--- src/rtl/game_pkg.sv ---
// game_pkg: player/enemy shared types, sprite geometry and the attack animation offset lookup.
package game_pkg;
    typedef enum logic [1:0] {IDLE, WINDUP, STRIKE, RECOVER} attack_state_t;
    localparam int          SPRITE_W     = 60;
    localparam int          SPRITE_H     = 54;
    localparam logic [15:0] SPRITE_WORDS = 16'(SPRITE_W * SPRITE_H);
    // Wind-up and recovery share the middle frame; only the strike uses the last one.
    function automatic logic [15:0] anim_offset_of(attack_state_t s, logic [15:0] base, logic [15:0] words);
        return (s == STRIKE) ? base + (words << 1) : (s == IDLE) ? base : base + words;
    endfunction
endpackage

--- src/rtl/frame_tick_gen.sv ---
// frame_tick_gen: one-Clk tick per rising edge of frame_clk.
module frame_tick_gen (
    input  logic Clk,
    input  logic Reset,
    input  logic frame_clk,
    output logic tick
);
    logic fc_q, fc_d, tick_q, tick_d;
    always_comb begin
        fc_d   = frame_clk;
        tick_d = frame_clk & ~fc_q;
    end
    always_ff @(posedge Clk or negedge Reset) begin
        if (!Reset) begin
            fc_q   <= 1'b0;
            tick_q <= 1'b0;
        end else begin
            fc_q   <= fc_d;
            tick_q <= tick_d;
        end
    end
    assign tick = tick_q;
endmodule

--- src/rtl/melee_attack_ctrl.sv ---
// melee_attack_ctrl: frame-timed wind-up/strike/recover sequencer driving the player hit signal.
// Define ATTACK_BUFFER_EN to let a press made during RECOVER chain straight into the next wind-up.
module melee_attack_ctrl
    import game_pkg::*;
#(
    parameter int          WINDUP_FRAMES  = 4,
    parameter int          STRIKE_FRAMES  = 3,
    parameter int          RECOVER_FRAMES = 8,
    parameter logic [15:0] SPRITE_WORDS   = game_pkg::SPRITE_WORDS,
    parameter logic [15:0] ANIM_BASE      = 16'd0
) (
    input  logic        Clk,
    input  logic        Reset,
    input  logic        frame_clk,
    input  logic        shot,
    input  logic        enable,
    output logic        hit,
    output logic        busy,
    output logic        camo_break,
    output logic [15:0] anim_offset,
    output logic [7:0]  attack_count
);
    localparam logic [3:0] WINDUP_LD  = 4'(WINDUP_FRAMES - 1);
    localparam logic [3:0] STRIKE_LD  = 4'(STRIKE_FRAMES - 1);
    localparam logic [3:0] RECOVER_LD = 4'(RECOVER_FRAMES - 1);
`ifdef ATTACK_BUFFER_EN
    localparam logic BUFFER_EN = 1'b1;
`else
    localparam logic BUFFER_EN = 1'b0;
`endif

    attack_state_t state_q, state_d;
    logic [3:0]  cnt_q, cnt_d;
    logic        pend_q, pend_d, shot_q, shot_d;
    logic        hit_q, hit_d, busy_q, busy_d, camo_q, camo_d;
    logic [15:0] anim_q, anim_d;
    logic [7:0]  count_q, count_d;
    logic        tick, press, can_buffer;

    frame_tick_gen u_tick (
        .Clk       (Clk),
        .Reset     (Reset),
        .frame_clk (frame_clk),
        .tick      (tick)
    );

    assign press      = shot & ~shot_q;
    assign can_buffer = BUFFER_EN && (state_q == RECOVER);

    always_comb begin
        state_d = state_q;
        cnt_d   = cnt_q;
        shot_d  = shot;
        pend_d  = pend_q | (press & enable & ((state_q == IDLE) | can_buffer));
        if (tick) begin
            if (state_q == IDLE) begin
                if (pend_q) begin
                    state_d = WINDUP;
                    cnt_d   = WINDUP_LD;
                    pend_d  = 1'b0;
                end
            end else if (cnt_q != 4'd0) begin
                cnt_d = cnt_q - 4'd1;
            end else if (state_q == WINDUP) begin
                state_d = STRIKE;
                cnt_d   = STRIKE_LD;
            end else if (state_q == STRIKE) begin
                state_d = RECOVER;
                cnt_d   = RECOVER_LD;
            end else if (can_buffer && pend_q) begin
                state_d = WINDUP;
                cnt_d   = WINDUP_LD;
                pend_d  = 1'b0;
            end else begin
                state_d = IDLE;
            end
        end
        // Losing enable overrides whatever the tick would have done.
        if (!enable) begin
            state_d = IDLE;
            cnt_d   = 4'd0;
            pend_d  = 1'b0;
        end
        hit_d   = state_d == STRIKE;
        busy_d  = state_d != IDLE;
        camo_d  = (state_d == STRIKE) && (state_q != STRIKE);
        count_d = count_q + {7'd0, camo_d};
        anim_d  = anim_offset_of(state_d, ANIM_BASE, SPRITE_WORDS);
    end

    always_ff @(posedge Clk or negedge Reset) begin
        if (!Reset) begin
            state_q <= IDLE;
            cnt_q   <= 4'd0;
            pend_q  <= 1'b0;
            shot_q  <= 1'b0;
            hit_q   <= 1'b0;
            busy_q  <= 1'b0;
            camo_q  <= 1'b0;
            anim_q  <= ANIM_BASE;
            count_q <= 8'd0;
        end else begin
            state_q <= state_d;
            cnt_q   <= cnt_d;
            pend_q  <= pend_d;
            shot_q  <= shot_d;
            hit_q   <= hit_d;
            busy_q  <= busy_d;
            camo_q  <= camo_d;
            anim_q  <= anim_d;
            count_q <= count_d;
        end
    end

    assign hit          = hit_q;
    assign busy         = busy_q;
    assign camo_break   = camo_q;
    assign anim_offset  = anim_q;
    assign attack_count = count_q;
endmodule

--- config.mk ---
export PLATFORM = sky130hd
export DESIGN_NAME = melee_attack_ctrl
export DESIGN_NICKNAME = d
export VERILOG_FILES = /design/src/rtl/game_pkg.sv /design/src/rtl/frame_tick_gen.sv /design/src/rtl/melee_attack_ctrl.sv
export SDC_FILE = /design/constraint.sdc
export NUM_CORES = 1
export LEC_CHECK = 0
export BUFFER_PORTS_ARGS = -buffer_cell sky130_fd_sc_hd__buf_4
export CAP_MARGIN = 20
export CORE_MARGIN = 5
export CORE_UTILIZATION = 40
export DETAILED_ROUTE_END_ITERATION = 7
export PLACE_DENSITY_LB_ADDON = 0.05
export SETUP_SLACK_MARGIN = 0.5
export SLEW_MARGIN = 20
export SYNTH_ARGS = -nofsm -noshare
export SYNTH_HDL_FRONTEND = slang
export SYNTH_HIERARCHICAL = 1
export SYNTH_SLANG_ARGS = --single-unit
export TNS_END_PERCENT = 5
--- constraint.sdc ---
create_clock -name Clk -period 5 [get_ports Clk]
set_input_delay 1 -clock Clk [delete_from_list [all_inputs] [get_ports Clk]]
set_output_delay 1 -clock Clk [all_outputs]
set_load 0.02 [all_outputs]
Word-level counts from Yosys, hierarchy flattened
Index checks and enable logic that the tools add are counted.

word-level totals
  register bits after elaboration = 34
  bits in writable memories = 0
  latch bits = 0
  memories = 0
  logic and storage cells = 53
  ROM bits = 0

cells by class
  reductions and logical operators = 6
  bitwise gates (word level) = 7
  mux-type cells = 20
  eq/ne operators = 7
  order comparisons = 0
  div/mod/pow operators = 0
  shift-type cells = 0
  $add $sub $neg = 2
  multiply operators = 0

operators by type and width
  operator                                                                 number
  4-bit two-way mux                                                        7
  2-bit two-way mux                                                        7
  13-bit two-way mux                                                       1
  12-bit two-way mux                                                       1
  8-bit by 1-bit adder with 8-bit output                                   1
  5-bit by 1-bit inequality test with 1-bit output, second input constant  1
  1-bit bitwise AND                                                        4
  2-bit == test, second input constant                                     2
  2-bit logical NOT                                                        2
  1-bit two-way mux                                                        4
  4-bit nonzero test                                                       1
  4-bit by 1-bit subtractor with 4-bit output, second input constant       1
  3-bit inequality test, second input constant                             1
  3-bit AND reduction                                                      1
  2-bit by 1-bit == test with 1-bit output, second input constant          1
  2-bit by 1-bit inequality test with 1-bit output, second input constant  1
  2-bit inequality test, second input constant                             1
  1-bit inverter                                                           2
  2-bit nonzero test                                                       1
  1-bit logical AND                                                        1
  1-bit OR                                                                 1

Longest topological paths before layout
Gate-level depths: netlist of run 1.

  depth after elaboration = 10
  gate-level depth with buffers = 12

By module
The synthesis of run 1 kept the hierarchy.

modules (own cells, without submodules)
  module             cells each  times used  area each (um^2)  sequential area each (um^2)
  melee_attack_ctrl  100         1           1094.8            475.5
  frame_tick_gen     3           1           63.8              50.0

Worst setup path after synthesis of run 1
OpenSTA, ideal clock, no wires.

  path type = input to register
  start = input enable
  end = register count_q[6], in the netlist attack_count[6]
  path slack = 2.419 ns
  data arrival time = 2.451 ns
  data required time = 4.871 ns
  setup time = 0.129 ns
  stages = 9
  cells stage by stage = inv_1 -> nor4_2 -> nor3_4 -> nor3_2 -> ha_1 -> ha_1 -> and3_1 -> nand3_1 -> xnor2_1

on the way
  cells in the longest elaborated chain, start to end = 4

RTL lines
  what                                    line                      source
  from (decl)                             melee_attack_ctrl.sv:16   input logic enable,
  2-bit two-way mux                       melee_attack_ctrl.sv:79   if (!enable) begin
  2-bit == test                           melee_attack_ctrl.sv:86   camo_d = (state_d == STRIKE) && (state_q != STRIKE);
  1-bit logical AND                       melee_attack_ctrl.sv:86
  named net camo_d                        melee_attack_ctrl.sv:35   logic hit_q, hit_d, busy_q, busy_d, camo_q, camo_d;
  8-bit by 1-bit adder with 8-bit output  melee_attack_ctrl.sv:87   count_d = count_q + {7'd0, camo_d};
  named net count_d[6]                    melee_attack_ctrl.sv:37   logic [7:0] count_q, count_d;
  to (signal assigned)                    melee_attack_ctrl.sv:111  count_q <= count_d;
  to (decl)                               melee_attack_ctrl.sv:37

The timed path passes the listed nets, and every way through them passes these cells.
A chain may end at the register's enable or synchronous reset.

==> results of run 1 <==
==> synthesized netlist by cell type, types with 2 or more instances <==
cell type / number / area (µm²)
nand3_1: 2 / 10.0
xor2_1: 2 / 17.5
nand2b_1: 4 / 25.0
nand2_1: 3 / 11.3
a21oi_1: 2 / 10.0
buf_4: 16 / 120
a211oi_1: 2 / 15.0
dfrtp_1: 21 / 526
xnor2_1: 4 / 35.0
ha_1: 7 / 87.6
inv_1: 8 / 30.0
nor2_1: 6 / 22.5
or3_1: 2 / 12.5
==> stage by stage <==
stage / hold slack (ns) / instances / setup WS (ns) / power (mW)
after detailed placement: 0.435 / 146 / 2.17 / 0.253
after global routing: 0.469 / 150 / 1.92 / 0.346
final: 0.451 / 150 / 2.22 / 0.328
after floorplan: 0.429 / 109 / 2.42 / 0.235
after global placement: 0.432 / 146 / 2.22 / 0.253
after CTS: 0.450 / 150 / 2.17 / 0.332
==> final cells by class <==
class	instances	area (µm²)
Fill cell	277	1470
Inverter	8	30.0
Multi-Input combinational cell	62	489
Timing Repair Buffer	24	180
Clock buffer	4	26.3
Tap cell	31	38.8
Sequential cell	21	526
==> logic make-up after synthesis <==
kind of cell	after synthesis
simple gates	29
fa+ha+maj	7
compound gates	12
mux	1
flops	21
buf+inv	26
xor+xnor	6
other cells	1
==> registers in the layout (all words and copies together) (netlist names) <==
name / cells
pend_q: 1
camo_break: 1
shot_q: 1
cnt_q: 4
anim_offset: 3
state_q: 1
u_tick/fc_q: 1
u_tick/tick: 1
attack_count: 8
==> routing by layer <==
| layer | track usage [%] | vias up | wire length, µm |
|---|---|---|---|
| li1 | - | 358 | - |
| met1 | 12.9 | 349 | 856 |
| met2 | 15.6 | 23 | 914 |
| met3 | 2.45 | 5 | 119 |
| met4 | 6.23 | 0 | 45 |
| met5 | 0 | - | 0 |
==> final timing paths <==
path	start	end	slack [ns]
max	anim_offset[10]$_DFF_PN0_	attack_count[6]$_DFF_PN0_	2.22
min	u_tick/fc_q$_DFF_PN0_	u_tick/tick$_DFF_PN0_	0.45
min in group asynchronous	Reset	attack_count[1]$_DFF_PN0_	0.56
min reg2reg	u_tick/fc_q$_DFF_PN0_	u_tick/tick$_DFF_PN0_	0.45
max in group asynchronous	Reset	u_tick/tick$_DFF_PN0_	4.24
max reg2reg	anim_offset[10]$_DFF_PN0_	attack_count[6]$_DFF_PN0_	2.22
==> power by group <==
part           switching (mW)  internal [mW]
logic                  0.0366         0.0231
registers             0.00874          0.180
clock network          0.0480         0.0311
==> worst max-delay path: cells and delay by family, from the launching register on <==
kind                     cells  cell delay, ns
AO/OA/AOI/OAI                1            0.42
XOR/XNOR                     1            0.13
AND/OR/NAND/NOR              4            0.79
flip-flops                   1            0.47
buffers and inverters        1            0.11
adder cells (fa/ha/maj)      3            0.75
==> results.py, run 1 <==
metrics = {
    "die": {
        "ios": 32,
        "core_area_um2": 2760,
        "rows": 19,
        "die_area_um2": 4070,
        "die_h_um": 63.8,
        "start_util_pct": 42.0,
        "die_x_um": 63.8,
    },
    "synthesis": {
        "synth-edff-count": 0,
        "avgSynthCellArea_um2": 11.2,
        "yosys.area_share.adder_pct": 7.56,
        "synthCells": 103,
        "synth_top_family_by_area": "simple AND/OR/NAND/NOR gates",
        "synth_xor_area_share_pct": 4.54,
        "syn_area_um2": 1160,
        "synth.yosys.seq_area_share_pct": 45.4,
        "synthMuxAreaShare_pct": 0.864,
        "synth-seq-cells": 21,
        "synth-async-reset-ratio_pct": 100,
        "synth-compound-area-share_pct": 9.07,
        "ys.flop_type": "dfrtp_1",
        "yosys.area_share.simple_pct": 17.9,
        "synth.distinct_cells": 37,
        "ys.warnings.count": 6,
    },
    "sta": {
        "fin_tns_setup_ns": 0,
        "min_period_over_period_pct": 55.5,
        "rsz0062_at_grt": "false",
        "period_minus_slack_ns": 2.78,
        "clock_skew_ns": 0.00221,
        "fmax_ghz": 0.360,
        "finalSetupViolCount": 0,
        "finalHoldViolCount": 0,
        "slew_violations": 0,
    },
    "grt": {
        "grt_use_total_pct": 10.2,
        "overflow": 0,
        "grt_max_degree": 22,
        "grt_pass1_vias": 706,
        "antenna_found_initial": 0,
        "grt_pass1_wl_mm": 3.26,
    },
    "hold_path": {
        "hold_class": "reg2reg",
        "min_path_cells": 1,
    },
    "clocking": {
        "holdBufCountCts": 0,
        "htreeDepth": 1,
        "clkTransAtPathRegs_ns": 0.11,
        "clock-root-buffer": "clkbuf_4",
        "cts_buffers": 3,
        "clockBufferDepth": 2,
        "cts_tree": "done",
        "cts_setup_buffers": 0,
        "cts_sinks": 21,
        "cts_resized": 0,
        "clk_latency_ns": 0.30,
    },
    "detailed_routing": {
        "antenna_left": 0,
        "first_pass_iters": 2,
        "drt_iter0_markers": 25,
        "routedWlPerCell_um": 12.9,
        "drc": 0,
        "via_per_inst": 4.90,
        "wl_mm": 1.94,
        "vias": 735,
    },
    "power": {
        "peakVddDrop_mv": 0.237,
        "powerDensity_nw_per_um2": 254,
        "cellLeakagePower_nw": 0.665,
    },
    "finish": {
        "fin_util_pct": 46.8,
        "design_area_um2": 1290,
        "most-common-layout-cells": "buf_4 (24), dfrtp_1 (21), inv_1 (8)",
        "antennaDiodeCount": 0,
        "nets": 132,
        "area_delta_synth_final_pct": 11.3,
        "final_common_cell": "buf_4",
        "drive_gt1_share_pct": 29.4,
    },
    "place": {
        "placed_area_um2": 1260,
        "place_congestion": 0.724,
        "io_buffers": 24,
        "hpwl_mm": 1.52,
    },
    "critical_path": {
        "critPathArrivalTime_ns": 2.97,
        "cp-start-kind": "flop",
        "crit_fanout": 10,
        "cpPeakStageDelay_ns": 0.47,
        "crit_top_cell": "ha_1",
        "worstPathCellList": "inv_1 > ha_1 > nand2b_1 > o311a_4 > nor3_2 > ha_1 > ha_1 > and3_1 > nand3_1 > xnor2_1",
        "required_ns": 5.20,
        "end_kind": "flop",
        "worstRegToRegCells": 10,
        "path_class": "reg2reg",
        "cp_slowest_cell": "dfrtp_1",
    },
    "job": {
        "drv_cap": 0,
    },
    "status": {
        "status": "finished, final reports clean",
    },
}
(Power assumes the default switching activity.)
==> inputs of run 2 (changes only) <==
ABC_AREA = 1   (was default)
clock period = 2.7 ns   (was 5 ns; I/O delays follow)
==> results.py, run 2 <==
metrics = {
    "critical_path": {
        "path_buf_inv": 1,
        "crit_fanout": 4,
        "crit_top_cell": "nand2_2",
        "cp_slowest_cell": "dfrtp_2",
        "end_kind": "flop",
        "cp-start-kind": "flop",
        "worstPathCellList": "inv_4 > ha_4 > nand2_4 > nand2_4 > nand2_4 > nand2_2 > nand2_2 > nand2_2 > nand2_2 > nor2_4 > ha_4 > ha_4 > nand3_4 > nor3_2 > xor2_1",
        "path_class": "reg2reg",
        "critPathArrivalTime_ns": 2.33,
        "worstRegToRegCells": 15,
        "cpPeakStageDelay_ns": 0.45,
        "crit_cells": 15,
        "required_ns": 2.93,
        "crit_family": "simple AND/OR/NAND/NOR gates",
    },
    "finish": {
        "most-common-layout-cells": "buf_4 (32), dfrtp_1 (20), nand2_1 (19)",
        "stdcell_count": 184,
        "largest_reg_flops": 8,
        "antennaDiodeCount": 0,
        "area_delta_synth_final_pct": 28.5,
        "nets": 166,
        "final_common_cell": "buf_4",
        "drive_gt1_share_pct": 43.1,
    },
    "synthesis": {
        "ys.flop_type": "dfrtp_1",
        "ys.warnings.count": 6,
        "synth-async-reset-ratio_pct": 100,
        "synth.area.top_cells": "dfrtp_1 (46%), buf_4 (10%), ha_1 (7.6%)",
        "synthCells": 126,
        "synth-seq-cells": 21,
        "synth.yosys.seq_area_share_pct": 45.8,
        "syn_area_um2": 1150,
        "synth_top_area_share_pct": 45.8,
        "yosysTopAreaCell": "dfrtp_1",
        "synth_common_cells": "dfrtp_1 (21), nand2_1 (21), buf_4 (16), inv_1 (15), nand2_2 (9)",
        "synth-edff-count": 0,
        "synth.distinct_cells": 21,
        "avgSynthCellArea_um2": 9.11,
    },
    "grt": {
        "grt_max_degree": 22,
        "met2_usage_pct": 15.6,
        "busiest_layer": "met2",
        "grt_pass1_vias": 768,
        "grt_use_total_pct": 10.2,
        "grt_pass1_wl_mm": 3.31,
        "antenna_found_initial": 0,
        "use_met1_pct": 13.2,
        "overflow": 0,
        "grt_use_met3_pct": 3.73,
    },
    "sta": {
        "fmax_ghz": 0.477,
        "finalHoldViolCount": 0,
        "finalSetupViolCount": 0,
        "period_minus_slack_ns": 2.10,
        "fin_tns_setup_ns": 0,
        "clock_skew_ns": 0.00888,
        "rsz0062_at_grt": "true",
        "min_period_over_period_pct": 77.6,
        "slew_violations": 0,
        "fin_hold_ws_ns": 0.100,
    },
    "clocking": {
        "cts_tree": "done",
        "htreeDepth": 1,
        "cts_buffers": 3,
        "holdBufCountCts": 0,
        "cts_sinks": 21,
        "clkTransAtPathRegs_ns": 0.12,
        "clockBufferDepth": 2,
        "clock-root-buffer": "clkbuf_4",
        "clk_latency_ns": 0.30,
    },
    "die": {
        "die_area_um2": 4040,
        "start_util_pct": 41.6,
        "die_x_um": 63.6,
        "rows": 19,
        "die_h_um": 63.6,
        "core_area_um2": 2760,
        "ios": 32,
    },
    "detailed_routing": {
        "via_per_inst": 4.57,
        "first_pass_iters": 4,
        "antenna_left": 0,
        "drc": 0,
        "vias": 840,
        "routedWlPerCell_um": 11.1,
        "wl_mm": 2.04,
        "drt_iter0_markers": 9,
    },
    "power": {
        "combPwrFrac_pct": 15.6,
        "switchingPower_uw": 152,
        "pwr-share-seq_pct": 58.6,
        "pwr-share-clk_pct": 25.8,
        "powerDensity_nw_per_um2": 381,
        "swShare_pct": 27.0,
        "p_int_uw": 411,
        "peakVddDrop_mv": 0.369,
        "cellLeakagePower_nw": 0.783,
    },
    "status": {
        "status": "finished, final reports clean",
    },
    "hold_path": {
        "hold_class": "in2async",
    },
    "job": {
        "drv_cap": 0,
    },
    "place": {
        "io_buffers": 24,
        "place_congestion": 0.843,
        "place_inst": 171,
        "hpwl_mm": 1.48,
    },
}
==> run 2: changes by cell type after synthesis, sizes merged, moves of 2 or more <==
cell,change
xor2,+3
nand3,+4
inv,+10
o211ai,-2
o311a,-2
nor2,+2
a211oi,-2
nand2,+28
nand2b,-4
buf,-2
or3,-2
==> run 2: final timing paths <==
| path | endpoint | slack [ns] | from |
|---|---|---|---|
| max | attack_count[6]$_DFF_PN0_ | 0.60 | anim_offset[10]$_DFF_PN0_ |
| min | cnt_q[3]$_DFFE_PN0P_ | 0.10 | Reset |
| max reg2reg | attack_count[6]$_DFF_PN0_ | 0.60 | anim_offset[10]$_DFF_PN0_ |
| min reg2reg | u_tick/tick$_DFF_PN0_ | 0.41 | u_tick/fc_q$_DFF_PN0_ |
| max in group asynchronous | anim_offset[10]$_DFF_PN0_ | 2.37 | Reset |
| min in group Clk | shot_q$_DFF_PN0_ | 0.35 | shot |
==> run 2: metal layers <==
| metal | share of wire [%] | up-vias |
|---|---|---|
| met5 | 0 | - |
| met3 | 5.9 | 2 |
| met2 | 47 | 20 |
| met1 | 46 | 401 |
| li1 | - | 417 |
| met4 | 0.79 | 0 |
==> run 2: worst reg2reg max path: stages (launching register included) <==
cell     delay, ns
dfrtp_2       0.45
inv_4         0.08
ha_4          0.17
nand2_4       0.06
nand2_4       0.07
nand2_4       0.07
nand2_2       0.07
nand2_2       0.06
nand2_2       0.06
nand2_2       0.08
nor2_4        0.14
ha_4          0.18
ha_4          0.15
nand3_4       0.06
nor3_2        0.18
xor2_1        0.16
==> run 2: layout make-up <==
type / count / area [µm²]
fillers: 249 / 1280
repair buffers: 33 / 251
multi-input cells: 77 / 557
well taps: 31 / 38.8
clock buffers: 3 / 22.5
flip-flops and latches: 21 / 527
inverters: 18 / 72.6
clock inverters: 1 / 5.00
==> run 2: cells by family (layout without fill, tap and decap cells) <==
kind of cell / count (synthesis) / in the layout / synth area share, %
simple gates: 49 / 49 / 20.9
flops: 21 / 21 / 45.8
xor+xnor: 8 / 8 / 6.11
other cells: 1 / 7 / 0.327
buf+inv: 34 / 55 / 16.4
fa+ha+maj: 7 / 7 / 7.63
compound gates: 6 / 6 / 2.84
==> run 2: power by group through the flow <==
stage	logic [mW]	clock network, mW	registers, mW
2_1_floorplan	0.0646	0	0.335
3_3_place_gp	0.0782	0	0.335
4_1_cts	0.0814	0.158	0.329
5_1_grt	0.0975	0.169	0.331
3_5_place_dp	0.0783	0	0.335
6_report	0.0880	0.145	0.329
==> run 2: repair_timing <==
item,in CTS,in global routing
setup endpoints to repair,4,4
setup buffers,2,7
gates resized for setup,4,21
pin swaps,1,13
==> run 2: through the flow <==
step | power, mW | setup WS [ns] | util [%] | cell area (µm²)
after floorplan | 0.400 | 0.560 | - | 1170
after global placement | 0.414 | 0.339 | 46.0 | 1270
after detailed placement | 0.414 | 0.285 | 46.0 | 1270
after CTS | 0.568 | 0.510 | 48.2 | 1330
after global routing | 0.597 | 0.479 | 53.4 | 1470
final | 0.562 | 0.605 | 53.4 | 1470
